===== src/rtl/uart_reg_bridge.sv =====
// Byte-command engine between a UART FIFO pair and a request/acknowledge register bus.
// 'W' addr data -> write, 'R' addr -> read; one response byte is pushed per command.
module uart_reg_bridge #(
    parameter int unsigned D_BITS      = 8,
    parameter int unsigned A_BITS      = 8,
    parameter int unsigned ACK_TIMEOUT = 255
) (
    input  logic              clk,
    input  logic              reset,
    input  logic [D_BITS-1:0] r_data,
    input  logic              rx_empty,
    output logic              rd_uart,
    output logic [D_BITS-1:0] w_data,
    output logic              wr_uart,
    input  logic              tx_full,
    output logic              bus_req,
    output logic              bus_we,
    output logic [A_BITS-1:0] bus_addr,
    output logic [D_BITS-1:0] bus_wdata,
    input  logic [D_BITS-1:0] bus_rdata,
    input  logic              bus_ack,
    output logic              busy
);

    localparam int unsigned T_BITS = $clog2(ACK_TIMEOUT + 1);

    localparam logic [D_BITS-1:0] OP_WRITE = D_BITS'(8'h57);
    localparam logic [D_BITS-1:0] OP_READ  = D_BITS'(8'h52);
    localparam logic [D_BITS-1:0] RSP_OK   = D_BITS'(8'h4B);
    localparam logic [D_BITS-1:0] RSP_ERR  = D_BITS'(8'h45);
    localparam logic [D_BITS-1:0] RSP_BAD  = D_BITS'(8'h3F);
    localparam logic [T_BITS-1:0] T_LAST   = T_BITS'(ACK_TIMEOUT - 1);

    typedef enum logic [2:0] {
        S_IDLE,
        S_GET_ADDR,
        S_GET_DATA,
        S_BUS,
        S_RESP
    } state_t;

    state_t            state_q;
    logic              op_we_q;
    logic [D_BITS-1:0] resp_q;
    logic [T_BITS-1:0] timer_q;
    logic              wr_uart_q;
    logic [D_BITS-1:0] w_data_q;
    logic              bus_req_q;
    logic              bus_we_q;
    logic [A_BITS-1:0] bus_addr_q;
    logic [D_BITS-1:0] bus_wdata_q;
    logic              pop;

    // The rx FIFO is first-word-fall-through, so the pop strobe and byte capture share a cycle.
    assign pop = !rx_empty &&
                 (state_q == S_IDLE || state_q == S_GET_ADDR || state_q == S_GET_DATA);

    always_ff @(posedge clk) begin
        if (reset) begin
            state_q     <= S_IDLE;
            op_we_q     <= 1'b0;
            resp_q      <= '0;
            timer_q     <= '0;
            wr_uart_q   <= 1'b0;
            w_data_q    <= '0;
            bus_req_q   <= 1'b0;
            bus_we_q    <= 1'b0;
            bus_addr_q  <= '0;
            bus_wdata_q <= '0;
        end else begin
            wr_uart_q <= 1'b0;
            unique case (state_q)
                S_IDLE: begin
                    if (pop) begin
                        if (r_data == OP_WRITE) begin
                            op_we_q <= 1'b1;
                            state_q <= S_GET_ADDR;
                        end else if (r_data == OP_READ) begin
                            op_we_q <= 1'b0;
                            state_q <= S_GET_ADDR;
                        end else begin
                            resp_q  <= RSP_BAD;
                            state_q <= S_RESP;
                        end
                    end
                end
                S_GET_ADDR: begin
                    if (pop) begin
                        bus_addr_q <= r_data[A_BITS-1:0];
                        if (op_we_q) begin
                            state_q <= S_GET_DATA;
                        end else begin
                            bus_req_q <= 1'b1;
                            bus_we_q  <= 1'b0;
                            timer_q   <= '0;
                            state_q   <= S_BUS;
                        end
                    end
                end
                S_GET_DATA: begin
                    if (pop) begin
                        bus_wdata_q <= r_data;
                        bus_req_q   <= 1'b1;
                        bus_we_q    <= 1'b1;
                        timer_q     <= '0;
                        state_q     <= S_BUS;
                    end
                end
                S_BUS: begin
                    // An ack arriving in the final timeout cycle still wins over the abort.
                    if (bus_ack) begin
                        bus_req_q <= 1'b0;
                        resp_q    <= bus_we_q ? RSP_OK : bus_rdata;
                        state_q   <= S_RESP;
                    end else if (timer_q == T_LAST) begin
                        bus_req_q <= 1'b0;
                        resp_q    <= RSP_ERR;
                        state_q   <= S_RESP;
                    end else begin
                        timer_q <= timer_q + T_BITS'(1);
                    end
                end
                S_RESP: begin
                    if (!tx_full) begin
                        w_data_q  <= resp_q;
                        wr_uart_q <= 1'b1;
                        state_q   <= S_IDLE;
                    end
                end
                default: state_q <= S_IDLE;
            endcase
        end
    end

    assign rd_uart   = pop && !reset;
    assign wr_uart   = wr_uart_q;
    assign w_data    = w_data_q;
    assign bus_req   = bus_req_q;
    assign bus_we    = bus_we_q;
    assign bus_addr  = bus_addr_q;
    assign bus_wdata = bus_wdata_q;
    assign busy      = (state_q != S_IDLE);

endmodule

===== config.mk =====
export PLATFORM = sky130hd
export DESIGN_NAME = uart_reg_bridge
export DESIGN_NICKNAME = d
export VERILOG_FILES = /design/src/rtl/uart_reg_bridge.sv
export SDC_FILE = /design/constraint.sdc
export NUM_CORES = 1
export LEC_CHECK = 0
export CAP_MARGIN = 0
export CORE_AREA = 2 2 87 89
export CTS_BUF_LIST = sky130_fd_sc_hd__clkbuf_4 sky130_fd_sc_hd__clkbuf_8
export CTS_CLUSTER_SIZE = 20
export DETAILED_ROUTE_END_ITERATION = 8
export DIE_AREA = 0 0 89 91
export SETUP_SLACK_MARGIN = 0.3
export SYNTH_ARGS = -nofsm -noshare
export SYNTH_HDL_FRONTEND = slang
export SYNTH_SLANG_ARGS = --single-unit

===== constraint.sdc =====
create_clock -name clk -period 1.35 [get_ports clk]
set_input_delay 0.405 -clock clk [delete_from_list [all_inputs] [get_ports clk]]
set_output_delay 0.405 -clock clk [all_outputs]
set_load 0.02 [all_outputs]

==> qor.yml <==
routing:
  ant_nets: 0
  vias: 2180
  route.detailed.drc: 0
  drt_iter0_drc: 88
  dr.pass1.iters: 5
  per_cell_via_count_in_the_routed_design: 4.67
  drt-wirelength-per-cell_microns: 13.5
  totalWireLength_microns: 6300
finish:
  multi_input_comb_area_sq_um: 1450
  design.final.nets: 390
  area.sequential_sq_um: 993
  mostFrequentLayoutCell: "buf_4"
  drive_gt1_frac: 0.606
  final_area_sq_um: 3840
  antenna-diode-count: 0
  fill_cells: 656
  synthToLayoutAreaGrowth_pct: 85.5
  top_library_cells_by_usage_in_the_layout_fill_and_taps_aside: "54 x buf_4, 43 x buf_6, 39 x nand2_1"
power_and_ir_drop:
  power.combinational.fraction: 0.125
  net-switching-power_uw: 680
  power.static_leakage_uw: 0.00147
  switching_share: 0.225
  worst_vdd_ir_mv: 0.445
  clock_power_share: 0.404
  cellInternalPower_uw: 2340
  power-per-cell-area_nw_per_um2: 786
  sequential_share_of_power: 0.471
sta:
  final.setup.tns_ns: -4.10
  worst-slew-pin-transition_ns: 0.398
  maxSlewHeadroom: 0.735
  rsz0062_at_grt: "true"
  timing.final.hold_violations: 0
  skew_ns: 0.0103
  setup_ws_ns: -0.209
  achievable_frequency_mhz: 641
  maxSlewViolCount: 0
  layout_worst_path_cycle_share: 1.16
  timing.final.crit_period_ns: 1.56
  finalSetupViolations: 34
hold_path:
  timing.hold.worst.class: "flop to flop"
  timing.hold.worst_path_depth: 2
  hold_path_end: "w_data[1]$_SDFFE_PP0P_"
  hp-start: "resp_q[1]$_SDFFE_PP0P_"
synth:
  mappedNetlistArea_sq_um: 2070
  synth_ff_type: "dfxtp_1"
  edff_count_synth: 0
  synth_cell_type_count: 46
  synth.ff_latch_count: 47
  yosysSeqAreaShare: 0.454
  synthCells: 253
  syn_avg_cell_area_sq_um: 8.19
  async_flop_share: 0
  synth_nets: 276
  synth_warnings: 0
setup_path:
  startpoint_of_the_worst_register_to_register_path: "state_q[0]$_SDFFE_PP0P_"
  regToRegEndpoint: "resp_q[1]$_SDFFE_PP0P_"
  cp-start-kind: "input pin"
  worst_ep_arrival_time_ns: 1.78
  reg2reg_slack_ns: -0.21
  worst_ep_required_time_ns: 1.57
  critPathKind: "input pin to flop"
  crit_start: "rx_empty"
  crit_path_end_kind: "flop"
  cp_max_fo: 6
  worstRegToRegCells: 5
cts:
  clkSlewWorstSetupHoldPaths_ns: 0.09
  clk_path_buf_depth: 2
  htree_levels: 2
  clk_latency_ns: 0.30
  cts_tree: "built"
  cts_inserted_buffers: 5
  master_cell_of_the_clock_root_buffer: "clkbuf_8"
  numClockSinks: 47
outcome:
  outcome: "complete, but fails checks"
  violated_checks: "setup timing"
die:
  die_h_microns: 91
  coreArea_sq_um: 7140
  core.rowCount: 31
  ioPinCount: 50
  start_util: 0.290
  fp.dieArea_sq_um: 8100
  floorplan.die.width_microns: 89
run:
  timing.max_cap.violations: 0
global_routing:
  track_usage: 0.153
  global_route_wire_length_before_repair_microns: 9850
  antenna_found_initial: 0
  grt_pass1_vias: 2091
  grt_max_degree: 32
  grt_overflow: 0
placed_design:
  io_buffers: 49
  globalplace.congestion: 0.801
  place_area_sq_um: 3190
  place.detailed.hpwl_microns: 4260
cell families after synthesis:
group	after synthesis	share of synthesized area
compound gates	64	0.185
xor+xnor	2	0.00845
fa+ha+maj	2	0.0121
buf+inv	21	0.0447
flops	47	0.454
mux	4	0.0193
simple gates	113	0.276
worst max path at each step:
| stage | cells after the start | endpoint |
|---|---|---|
| final | 6 | resp_q[1]$_SDFFE_PP0P_ |
| after global routing | 6 | timer_q[7]$_SDFFE_PP0P_ |
| after CTS | 5 | resp_q[1]$_SDFFE_PP0P_ |
| after detailed placement | 6 | resp_q[1]$_SDFFE_PP0P_ |
| after global placement | 5 | rd_uart |
| after floorplan | 4 | resp_q[4]$_SDFFE_PP0P_ |
synth_stat cells, types with 2 or more instances:
master | instances | area share
nor3_1 | 3 | 0.0072
inv_1 | 9 | 0.016
nand4_1 | 3 | 0.0091
nand2b_1 | 7 | 0.021
a21oi_1 | 38 | 0.092
nand3b_1 | 4 | 0.014
clkbuf_1 | 8 | 0.014
o22ai_1 | 2 | 0.0060
o21ai_0 | 5 | 0.012
or3b_2 | 4 | 0.017
nor3b_1 | 2 | 0.0072
ha_1 | 2 | 0.012
nor2b_1 | 4 | 0.012
or3_1 | 3 | 0.0091
dfxtp_1 | 47 | 0.45
nor2_1 | 7 | 0.013
nand3_1 | 8 | 0.019
mux2i_1 | 4 | 0.019
and4_1 | 2 | 0.0085
nand2_1 | 59 | 0.11
o21ai_2 | 2 | 0.0085
a221oi_1 | 5 | 0.021
buf_2 | 2 | 0.0048
area by class of cell:
cell class                      count  area share
Sequential cell                    47       0.258
Clock inverter                      3      0.0176
Clock buffer                        5      0.0179
Inverter                            9     0.00944
Timing Repair Buffer              118       0.287
Multi-Input combinational cell    186       0.378
Tap cell                           99      0.0322
power by group through the flow:
stage | combinational [uW] | clock [uW] | sequential [uW]
4_1_cts | 351 | 1240 | 1420
5_1_grt | 404 | 1290 | 1430
6_report | 376 | 1220 | 1420
2_1_floorplan | 141 | 0 | 1460
3_3_place_gp | 310 | 0 | 1450
3_5_place_dp | 312 | 0 | 1450
metal layers:
metal | vias to the layer above | wire, microns | track usage
li1 | 1111 | - | -
met1 | 1015 | 2770 | 0.194
met2 | 40 | 3100 | 0.257
met3 | 14 | 233 | 0.0282
met4 | 0 | 189 | 0.0498
met5 | - | 0 | 0
worst max-delay path, cell delays in order:
cell,delay [ns]
clkdlybuf4s15_1,0.23
buf_6,0.15
or3_4,0.39
a21oi_4,0.18
nand3_4,0.15
a221oi_2,0.28
repair_timing:
action                                  in CTS  in global routing
resized for setup                          241                 53
endpoints found under the setup margin      76                 76
cloned                                       1                  0
hold buffers                                 0                  0
pin swaps                                   18                 31
endpoints found under the hold margin        0                  0
setup buffers                                9                  9
stage by stage:
stage | util | hold slack, ns | total power (uW) | cells | setup WS, ns
after floorplan | - | 0.431 | 1600 | 253 | -0.0778
after global placement | 0.446 | 0.442 | 1760 | 440 | -0.789
after detailed placement | 0.446 | 0.447 | 1760 | 440 | -0.817
after CTS | 0.504 | 0.453 | 3010 | 458 | -0.235
after global routing | 0.539 | 0.469 | 3120 | 467 | -0.269
final | 0.539 | 0.453 | 3020 | 467 | -0.209
state kept, by name, summed over array words and instances (netlist names):
register   flops
bus_req        1
resp_q         8
w_data         8
wr_uart        1
timer_q        8
op_we_q        1
bus_wdata      8
bus_we         1
state_q        3
bus_addr       8
Note: power is estimated with default switching activity, not from simulation.
